File: src/rtl/alu_seq.sv
`default_nettype none
//============================================================================
// Module      : alu_seq
// Description : Handshaked ALU; one-cycle add/sub/logic/compare and an
//               optional WIDTH-cycle shift-add multiplier (ALU_SEQ_MUL_EN).
// Revision    : 1.0 - initial release
//============================================================================
module alu_seq #(
    parameter int WIDTH = 32
) (
    input  logic             clk,
    input  logic             rst,
    input  logic             in_valid,
    output logic             in_ready,
    input  logic [2:0]       op,
    input  logic [WIDTH-1:0] data_1,
    input  logic [WIDTH-1:0] data_2,
    output logic             out_valid,
    input  logic             out_ready,
    output logic [WIDTH-1:0] result,
    output logic [WIDTH-1:0] result_hi,
    output logic             zero,
    output logic             carry,
    output logic             overflow,
    output logic             err
);

    localparam logic [1:0] c_idle     = 2'd0;
    localparam logic [1:0] c_hold     = 2'd2;
`ifdef ALU_SEQ_MUL_EN
    localparam logic [1:0] c_mul_busy = 2'd1;
    localparam int         CW         = $clog2(WIDTH);
    localparam logic [CW-1:0] c_cnt_one  = CW'(1);
    localparam logic [CW-1:0] c_cnt_last = CW'(WIDTH - 1);
`endif

    logic [1:0]       r_state;
    logic [1:0]       w_next_state;
    logic [1:0]       w_accept_state;
    logic             w_accept;

    logic [WIDTH:0]   w_sum;
    logic [WIDTH-1:0] w_diff;
    logic [WIDTH-1:0] w_res;
    logic             w_carry;
    logic             w_ovf;
    logic             w_err;

    logic [WIDTH-1:0] r_result;
    logic [WIDTH-1:0] r_result_hi;
    logic             r_zero;
    logic             r_carry;
    logic             r_overflow;
    logic             r_err;

`ifdef ALU_SEQ_MUL_EN
    logic [2*WIDTH-1:0] r_acc;
    logic [2*WIDTH-1:0] r_a_sh;
    logic [WIDTH-1:0]   r_b_sh;
    logic [CW-1:0]      r_cnt;
    logic [2*WIDTH-1:0] w_acc_next;

    assign w_accept_state = (op == 3'd2) ? c_mul_busy : c_hold;
    assign w_acc_next     = r_b_sh[0] ? (r_acc + r_a_sh) : r_acc;
`else
    assign w_accept_state = c_hold;
`endif

    assign w_accept = in_valid && in_ready;

    // Single-cycle datapath; also covers op=2 when the multiplier is absent
    always_comb begin
        w_sum   = {1'b0, data_1} + {1'b0, data_2};
        w_diff  = data_1 - data_2;
        w_res   = '0;
        w_carry = 1'b0;
        w_ovf   = 1'b0;
        w_err   = 1'b0;
        case (op)
            3'd0: begin
                w_res   = w_sum[WIDTH-1:0];
                w_carry = w_sum[WIDTH];
                w_ovf   = (data_1[WIDTH-1] == data_2[WIDTH-1]) &&
                          (w_sum[WIDTH-1] != data_1[WIDTH-1]);
            end
            3'd1: begin
                w_res   = w_diff;
                w_carry = data_1 < data_2;
                w_ovf   = (data_1[WIDTH-1] != data_2[WIDTH-1]) &&
                          (w_diff[WIDTH-1] != data_1[WIDTH-1]);
            end
            3'd2: begin
`ifndef ALU_SEQ_MUL_EN
                w_err = 1'b1;
`endif
            end
            3'd3: w_res = ~(data_1 & data_2);
            3'd4: w_res = data_1 & data_2;
            3'd5: w_res = data_1 | data_2;
            3'd6: w_res = data_1 ^ data_2;
            3'd7: w_res = {{(WIDTH-1){1'b0}}, ($signed(data_1) < $signed(data_2))};
        endcase
    end

    always_ff @(posedge clk) begin
        if (!rst) begin
            r_state <= c_idle;
        end else begin
            r_state <= w_next_state;
        end
    end

    always_comb begin
        w_next_state = r_state;
        case (r_state)
            c_idle: begin
                if (in_valid) w_next_state = w_accept_state;
            end
            c_hold: begin
                if (out_ready) w_next_state = in_valid ? w_accept_state : c_idle;
            end
`ifdef ALU_SEQ_MUL_EN
            c_mul_busy: begin
                if (r_cnt == c_cnt_last) w_next_state = c_hold;
            end
`endif
            default: w_next_state = c_idle;
        endcase
    end

    always_comb begin
        in_ready  = (r_state == c_idle) || ((r_state == c_hold) && out_ready);
        out_valid = (r_state == c_hold);
    end

    always_ff @(posedge clk) begin
        if (!rst) begin
            r_result    <= '0;
            r_result_hi <= '0;
            r_zero      <= 1'b0;
            r_carry     <= 1'b0;
            r_overflow  <= 1'b0;
            r_err       <= 1'b0;
`ifdef ALU_SEQ_MUL_EN
            r_acc       <= '0;
            r_a_sh      <= '0;
            r_b_sh      <= '0;
            r_cnt       <= '0;
`endif
        end else if (w_accept) begin
`ifdef ALU_SEQ_MUL_EN
            if (op == 3'd2) begin
                r_a_sh <= {{WIDTH{1'b0}}, data_1};
                r_b_sh <= data_2;
                r_acc  <= '0;
                r_cnt  <= '0;
            end else
`endif
            begin
                r_result    <= w_res;
                r_result_hi <= '0;
                r_zero      <= (w_res == '0);
                r_carry     <= w_carry;
                r_overflow  <= w_ovf;
                r_err       <= w_err;
            end
        end
`ifdef ALU_SEQ_MUL_EN
        // Final iteration writes the product straight into the result registers
        else if (r_state == c_mul_busy) begin
            r_acc  <= w_acc_next;
            r_a_sh <= r_a_sh << 1;
            r_b_sh <= r_b_sh >> 1;
            r_cnt  <= r_cnt + c_cnt_one;
            if (r_cnt == c_cnt_last) begin
                r_result    <= w_acc_next[WIDTH-1:0];
                r_result_hi <= w_acc_next[2*WIDTH-1:WIDTH];
                r_zero      <= (w_acc_next[WIDTH-1:0] == '0);
                r_carry     <= 1'b0;
                r_overflow  <= (w_acc_next[2*WIDTH-1:WIDTH] != '0);
                r_err       <= 1'b0;
            end
        end
`endif
    end

    assign result    = r_result;
    assign result_hi = r_result_hi;
    assign zero      = r_zero;
    assign carry     = r_carry;
    assign overflow  = r_overflow;
    assign err       = r_err;

endmodule
`default_nettype wire

File: config.mk
export PLATFORM = sky130hd
export DESIGN_NAME = alu_seq
export DESIGN_NICKNAME = d
export VERILOG_FILES = /design/src/rtl/alu_seq.sv
export SDC_FILE = /design/constraint.sdc
export NUM_CORES = 1
export LEC_CHECK = 0
export BUFFER_PORTS_ARGS = -buffer_cell sky130_fd_sc_hd__buf_2
export CORE_MARGIN = 1.5
export CORE_UTILIZATION = 54
export CTS_BUF_LIST = sky130_fd_sc_hd__clkbuf_4
export DETAILED_ROUTE_END_ITERATION = 7
export PLACE_DENSITY_LB_ADDON = 0.08
export REMOVE_ABC_BUFFERS = 1
export SYNTH_ARGS = -nofsm -noshare
export SYNTH_HDL_FRONTEND = slang
export SYNTH_SLANG_ARGS = --single-unit
File: constraint.sdc
create_clock -name clk -period 3.3 [get_ports clk]
set_clock_uncertainty 0.1 [all_clocks]
set_input_delay 0.33 -clock clk [delete_from_list [all_inputs] [get_ports clk]]
set_output_delay 0.33 -clock clk [all_outputs]
set_load 0.02 [all_outputs]
-- Word-level counts from Yosys, hierarchy flattened
Index checks and enable logic that the tools add are counted.
- add/subtract/negate cells: 2
- magnitude comparators: 2
- equality and inequality tests: 14
- muxes and demuxes: 8
- bitwise logic cells: 4
- reductions and logical operators: 9
- operator list (kind ; number):
    32-bit case mux with 7 select lines ; 1
    32-bit < comparator ; 2
    32-bit by 32-bit adder with 33-bit output ; 1
    32-bit AND ; 1
    32-bit logical NOT ; 1
    32-bit inverter ; 1
    32-bit bitwise OR ; 1
    32-bit subtractor ; 1
    32-bit bitwise XOR ; 1
    3-bit == test (second input constant) ; 4
    3-bit by 2-bit == test with 1-bit output (second input constant) ; 2
    2-bit two-way mux ; 3
    1-bit logical AND ; 4
    1-bit case mux with 2 select lines ; 2
    2-bit case mux with 2 select lines ; 1
    3-bit by 1-bit == test with 1-bit output (second input constant) ; 1
    3-bit logical NOT ; 1
    1-bit != test ; 3
    2-bit == test (second input constant) ; 1
    2-bit logical NOT ; 1
    2-bit by 1-bit != test with 1-bit output (second input constant) ; 1
    2-bit != test (second input constant) ; 1
    2-bit AND reduction ; 1
    1-bit == test ; 1
    other kinds (2) ; 2
- bits in registers: 38
- bits of input ports: 71
- output and inout port bits: 70
- logic and storage cells: 45

-- Logic depth before layout (Yosys ltp)
- depth in word-level cells: 4
- depth in mapped cells: 14
- gate-level depth less buffers: 14

-- Worst setup path before layout
OpenSTA, ideal clock, no wires.
- path type: input port to flip-flop
- start: in data_1[0]
- end: reg r_zero (netlist: zero)
- library setup time: 0.069 ns
- data arrival time: 3.116 ns
- data required time: 3.131 ns
- setup slack: 0.015 ns
- stages: 14
- buffers on the path: 0
- cell sequence: inv_1 > ha_1 > fa_1 > o21bai_1 > a21oi_1 > a21oi_1 > o21ai_1 > a2111oi_2 > o41ai_2 > a41o_1 > mux2_2 > a221oi_1 > nand4_1 > o21ai_1
- word-level cells in the longest chain between the ends: 4
- elaborated cells on any way between the ends: 9
- classes of those cells: add/sub: 2; order compare: 1; mux: 1; bitwise: 4; reduce/logical: 1
- RTL lines (item ; line ; text):
    start: declaration ; 16 ; input logic [WIDTH-1:0] data_1,
    parallel branches: the longest is 2 deep, another holds 32-bit subtractor ; - ;
    32-bit case mux with 7 select lines * ; 79 ; case (op)
    32-bit logical NOT * ; 162 ; r_zero <= (w_res == '0);
    end signal: assignment ; 162 ;
    end: declaration ; 51 ; logic r_zero;
Mark *: on every way between the ends.
A chain may end at the register's enable or synchronous reset.

-- Worst setup path after layout
- start: in data_2[6]
- end: reg r_zero (netlist: zero)
- word-level cells in the longest chain between the ends: 4
- elaborated cells on any way between the ends: 9
- classes of those cells: add/sub: 2; order compare: 1; mux: 1; bitwise: 4; reduce/logical: 1
- RTL lines (item ; line ; text):
    start: declaration ; 17 ; input logic [WIDTH-1:0] data_2,
    parallel branches: the longest is 2 deep, another holds 32-bit subtractor ; - ;
    32-bit case mux with 7 select lines * ; 79 ;
    32-bit logical NOT * ; 162 ;
Marked as above.

==> run summary <==
Max stage delay on crit path = 0.56 ns
via/cell ratio = 6.24
# port buffers = 108
CTS HTree Levels = 2
Worst-path clk slew = 0.15 ns
unrepaired setup endpoints after global routing = true
TritonCTS clock tree = built
Final Critical Period = 3.32 ns
crit path max-delay cell type = or4_4
CTS Root Cell = clkbuf_4
status = finished with violations
area grow syn2layout = 42.3%
Hold Fails Final Rpt = 0
Startpoint Class = primary input
initial DRC count = 1,009
Post-route DRC = 0
remaining antenna violation count = 0
share of cells above drive strength 1 = 36.5%
ys async rst share = 0%
P_sw = 1.34 mW
Worst IR Drop VDD = 0.000137 V
Int Power = 1.47 mW
clock share of power = 9.7%
WL per Instance = 19.0 µm
Post-synth EDFFs = 0
CTS Sinks = 37
number of global-route vias before repair = 9,005
Slew HR = 21.4%
clk_lat worst skew = 0.36 ns
Max Root-Sink Buffers = 2
most common flop cell mapped by yosys = dfxtp_1
Post-Synthesis Cells = 1,110
routed via count = 10,000
fillcell total = 1,055
Starting Density = 55.3%
Antenna diodes = 0
setup ws final = -0.0223 ns
total of warnings raised by yosys = 0
die span in y = 122 µm
Net Sw Frac = 47.7%
Hold Crit Class = primary input to register
initial antenna violation count = 0
Synth cell types = 82
dpl ws = -0.637 ns
Final nets = 1,604
Worst EP required = 3.52 ns
final non-filler cell total = 1,611
placer's final routability congestion estimate = 1.05
Max-Cap Viols = 0
period utilisation layout = 101%
failing checks = negative setup slack
largest net degree at the start of global routing = 36
overall routing resource usage = 39.3%
Boundary Pins = 141
Core ar. = 13,800 µm²
fin. max-slew vios = 0
die span in x = 122 µm
Post-CTS Hold Buffers = 0
dpl cells = 1,580
critical path, cell by cell = buf_6 > inv_4 > ha_4 > nor2b_4 > or4_4 > o21a_1 > a221o_1 > a41o_1 > a311oi_2 > a31oi_1 > a221o_1 > nor4_4 > nand4_1 > o21ai_1
Gate power share = 72.3%
power density over cell area = 259 nW/µm²
global-route wire length before repair = 46,600 µm
Seq cells post-synth = 37
sequential share of power = 18.0%
critical path type = primary input to register
worst-path fanout max = 4
Post-Route WL = 30,600 µm
Setup-failing EPs final = 1
FP Rows = 43
total gr overflow = 0
Post-DP HPWL = 23,300 µm
CP Data Arrival Time = 3.55 ns
most frequent CP cell = a221o_1
Leakage = 5.24 nW
post-synthesis sequential area ratio = 9.70%
Num CTS Buffers = 5
crit end category = register
drt pass-1 iters = 8
Die Area = 14,900 µm²
Cell Area, Synth = 7640 µm²
worst-margin pin slew = 1.18 ns
syn_area_per_cell = 6.88 µm²
fmax = 301 MHz
cells by family (layout without fill, tap and decap cells):
| kind of cell | Yosys count | after routing | synth area share (%) |
|---|---|---|---|
| AO/OA/AOI/OAI | 391 | 391 | 35.2 |
| multiplexers | 26 | 26 | 3.50 |
| AND/OR/NAND/NOR | 329 | 329 | 20.4 |
| buffers and inverters | 211 | 501 | 12.7 |
| XOR/XNOR | 12 | 12 | 1.38 |
| flip-flops | 37 | 37 | 9.70 |
| adder cells (fa/ha/maj) | 103 | 103 | 17.1 |
| other | 1 | 32 | 0.0491 |
through the flow:
stage | setup TNS (ns) | utilization (%) | power [mW] | hold WS (ns) | instance area, µm²
4_1_cts | 0 | 74.3 | 2.61 | 0.0823 | 10300
6_report | -0.0223 | 78.6 | 2.81 | 0.104 | 10900
3_5_place_dp | -3.93 | 71.8 | 2.26 | 0.350 | 9930
5_1_grt | -0.102 | 78.6 | 2.98 | 0.141 | 10900
3_3_place_gp | -3.71 | 71.8 | 2.24 | 0.342 | 9930
2_1_floorplan | 0 | - | 1.46 | 0.359 | 7180
final timing paths:
kind                              to  slack, ns  depth (start not counted)               startpoint
min          r_state[1]$_SDFFE_PN0P_       0.10                          3                 in_valid
max                zero$_SDFFE_PN0P_      -0.02                         14                data_2[6]
min reg2reg  result[28]$_SDFFE_PN0P_       0.36                          2  result[28]$_SDFFE_PN0P_
max reg2reg        zero$_SDFFE_PN0P_       1.00                         10  r_state[1]$_SDFFE_PN0P_
metal layers:
metal | GRT usage (%) | up-vias | wire length (µm)
li1 | - | 4615 | -
met1 | 51.6 | 4609 | 12000
met2 | 64.4 | 676 | 13700
met3 | 5.43 | 149 | 3270
met4 | 16.8 | 0 | 1620
met5 | 0 | - | 0
state kept, by name, summed over array words and instances, names as in the netlist:
| register | cells |
|---|---|
| overflow | 1 |
| err | 1 |
| r_state | 1 |
| result | 32 |
| zero | 1 |
| carry | 1 |
power by group through the flow:
stage                     clock [mW]  sequential (mW)  combinational, mW
after floorplan                    0            0.562              0.902
after global placement             0            0.514               1.73
after detailed placement           0            0.515               1.75
after CTS                      0.275            0.505               1.83
after global routing           0.297            0.510               2.17
final                          0.274            0.506               2.04
critical path, delay by kind of cell:
family	cells	cell delay, ns
compound gates	7	1.70
fa+ha+maj	1	0.31
buf+inv	2	0.11
simple gates	4	1.07
final cells by class:
type	count	area, µm²	share of cell area (%)
clock inverters	3	17.5	0.161
well taps	180	225	2.07
repair buffers	389	2730	25.1
clock buffers	5	37.5	0.345
inverters	104	403	3.71
flip-flops and latches	37	741	6.81
multi-input cells	893	6710	61.8
cells in the mapped netlist, drive strengths merged, types with 5 or more instances:
library cell | count | share of area, %
nor2 | 119 | 5.8
inv | 104 | 5.1
ha | 101 | 17
a21oi | 90 | 5.9
nand2 | 73 | 3.6
buf | 68 | 5.6
o21ai | 68 | 4.5
clkbuf | 39 | 1.9
dfxtp | 37 | 9.7
o22ai | 33 | 2.7
a211oi | 31 | 3.0
nand3 | 23 | 1.5
nor3 | 23 | 1.5
mux2i | 20 | 2.6
a221oi | 19 | 2.3
nand4 | 15 | 1.2
a21o | 14 | 1.4
a31oi | 14 | 1.1
nand2b | 13 | 1.1
nor2b | 13 | 1.1
nor4 | 12 | 1.1
xnor2 | 12 | 1.4
o21bai | 11 | 1.1
o31ai | 11 | 1.1
or2 | 10 | 0.82
o211ai | 9 | 0.88
a211o | 8 | 0.92
and3 | 8 | 0.66
o21a | 8 | 0.79
o221ai | 7 | 0.80
a2111oi | 6 | 1.1
and2 | 6 | 0.49
mux2 | 6 | 0.88
a221o | 5 | 0.66
o211a | 5 | 0.66
o311ai | 5 | 0.57
placed cells by master, fill, tap and decap left out, drive strengths merged, types with 6 or more instances in the layout:
| cell | instances |
|---|---|
| buf | 389 |
| nor2 | 119 |
| inv | 104 |
| ha | 101 |
| a21oi | 90 |
| nand2 | 73 |
| o21ai | 68 |
| dfxtp | 37 |
| o22ai | 33 |
| conb | 32 |
| a211oi | 31 |
| nand3 | 23 |
| nor3 | 23 |
| mux2i | 20 |
| a221oi | 19 |
| nand4 | 15 |
| a21o | 14 |
| a31oi | 14 |
| nand2b | 13 |
| nor2b | 13 |
| xnor2 | 12 |
| nor4 | 12 |
| o21bai | 11 |
| o31ai | 11 |
| or2 | 10 |
| o211ai | 9 |
| and3 | 8 |
| a211o | 8 |
| o21a | 8 |
| o221ai | 7 |
| mux2 | 6 |
| a2111oi | 6 |
| and2 | 6 |
timing repair:
| action | 4_1_cts | 5_1_grt |
|---|---|---|
| endpoints found under the setup margin | 2 | 7 |
| resized for setup | 35 | 104 |
| buffers inserted | 10 | 15 |
| pin swaps | 16 | 43 |
| gates cloned | 0 | 0 |
Note: power is estimated with default switching activity, not from simulation.
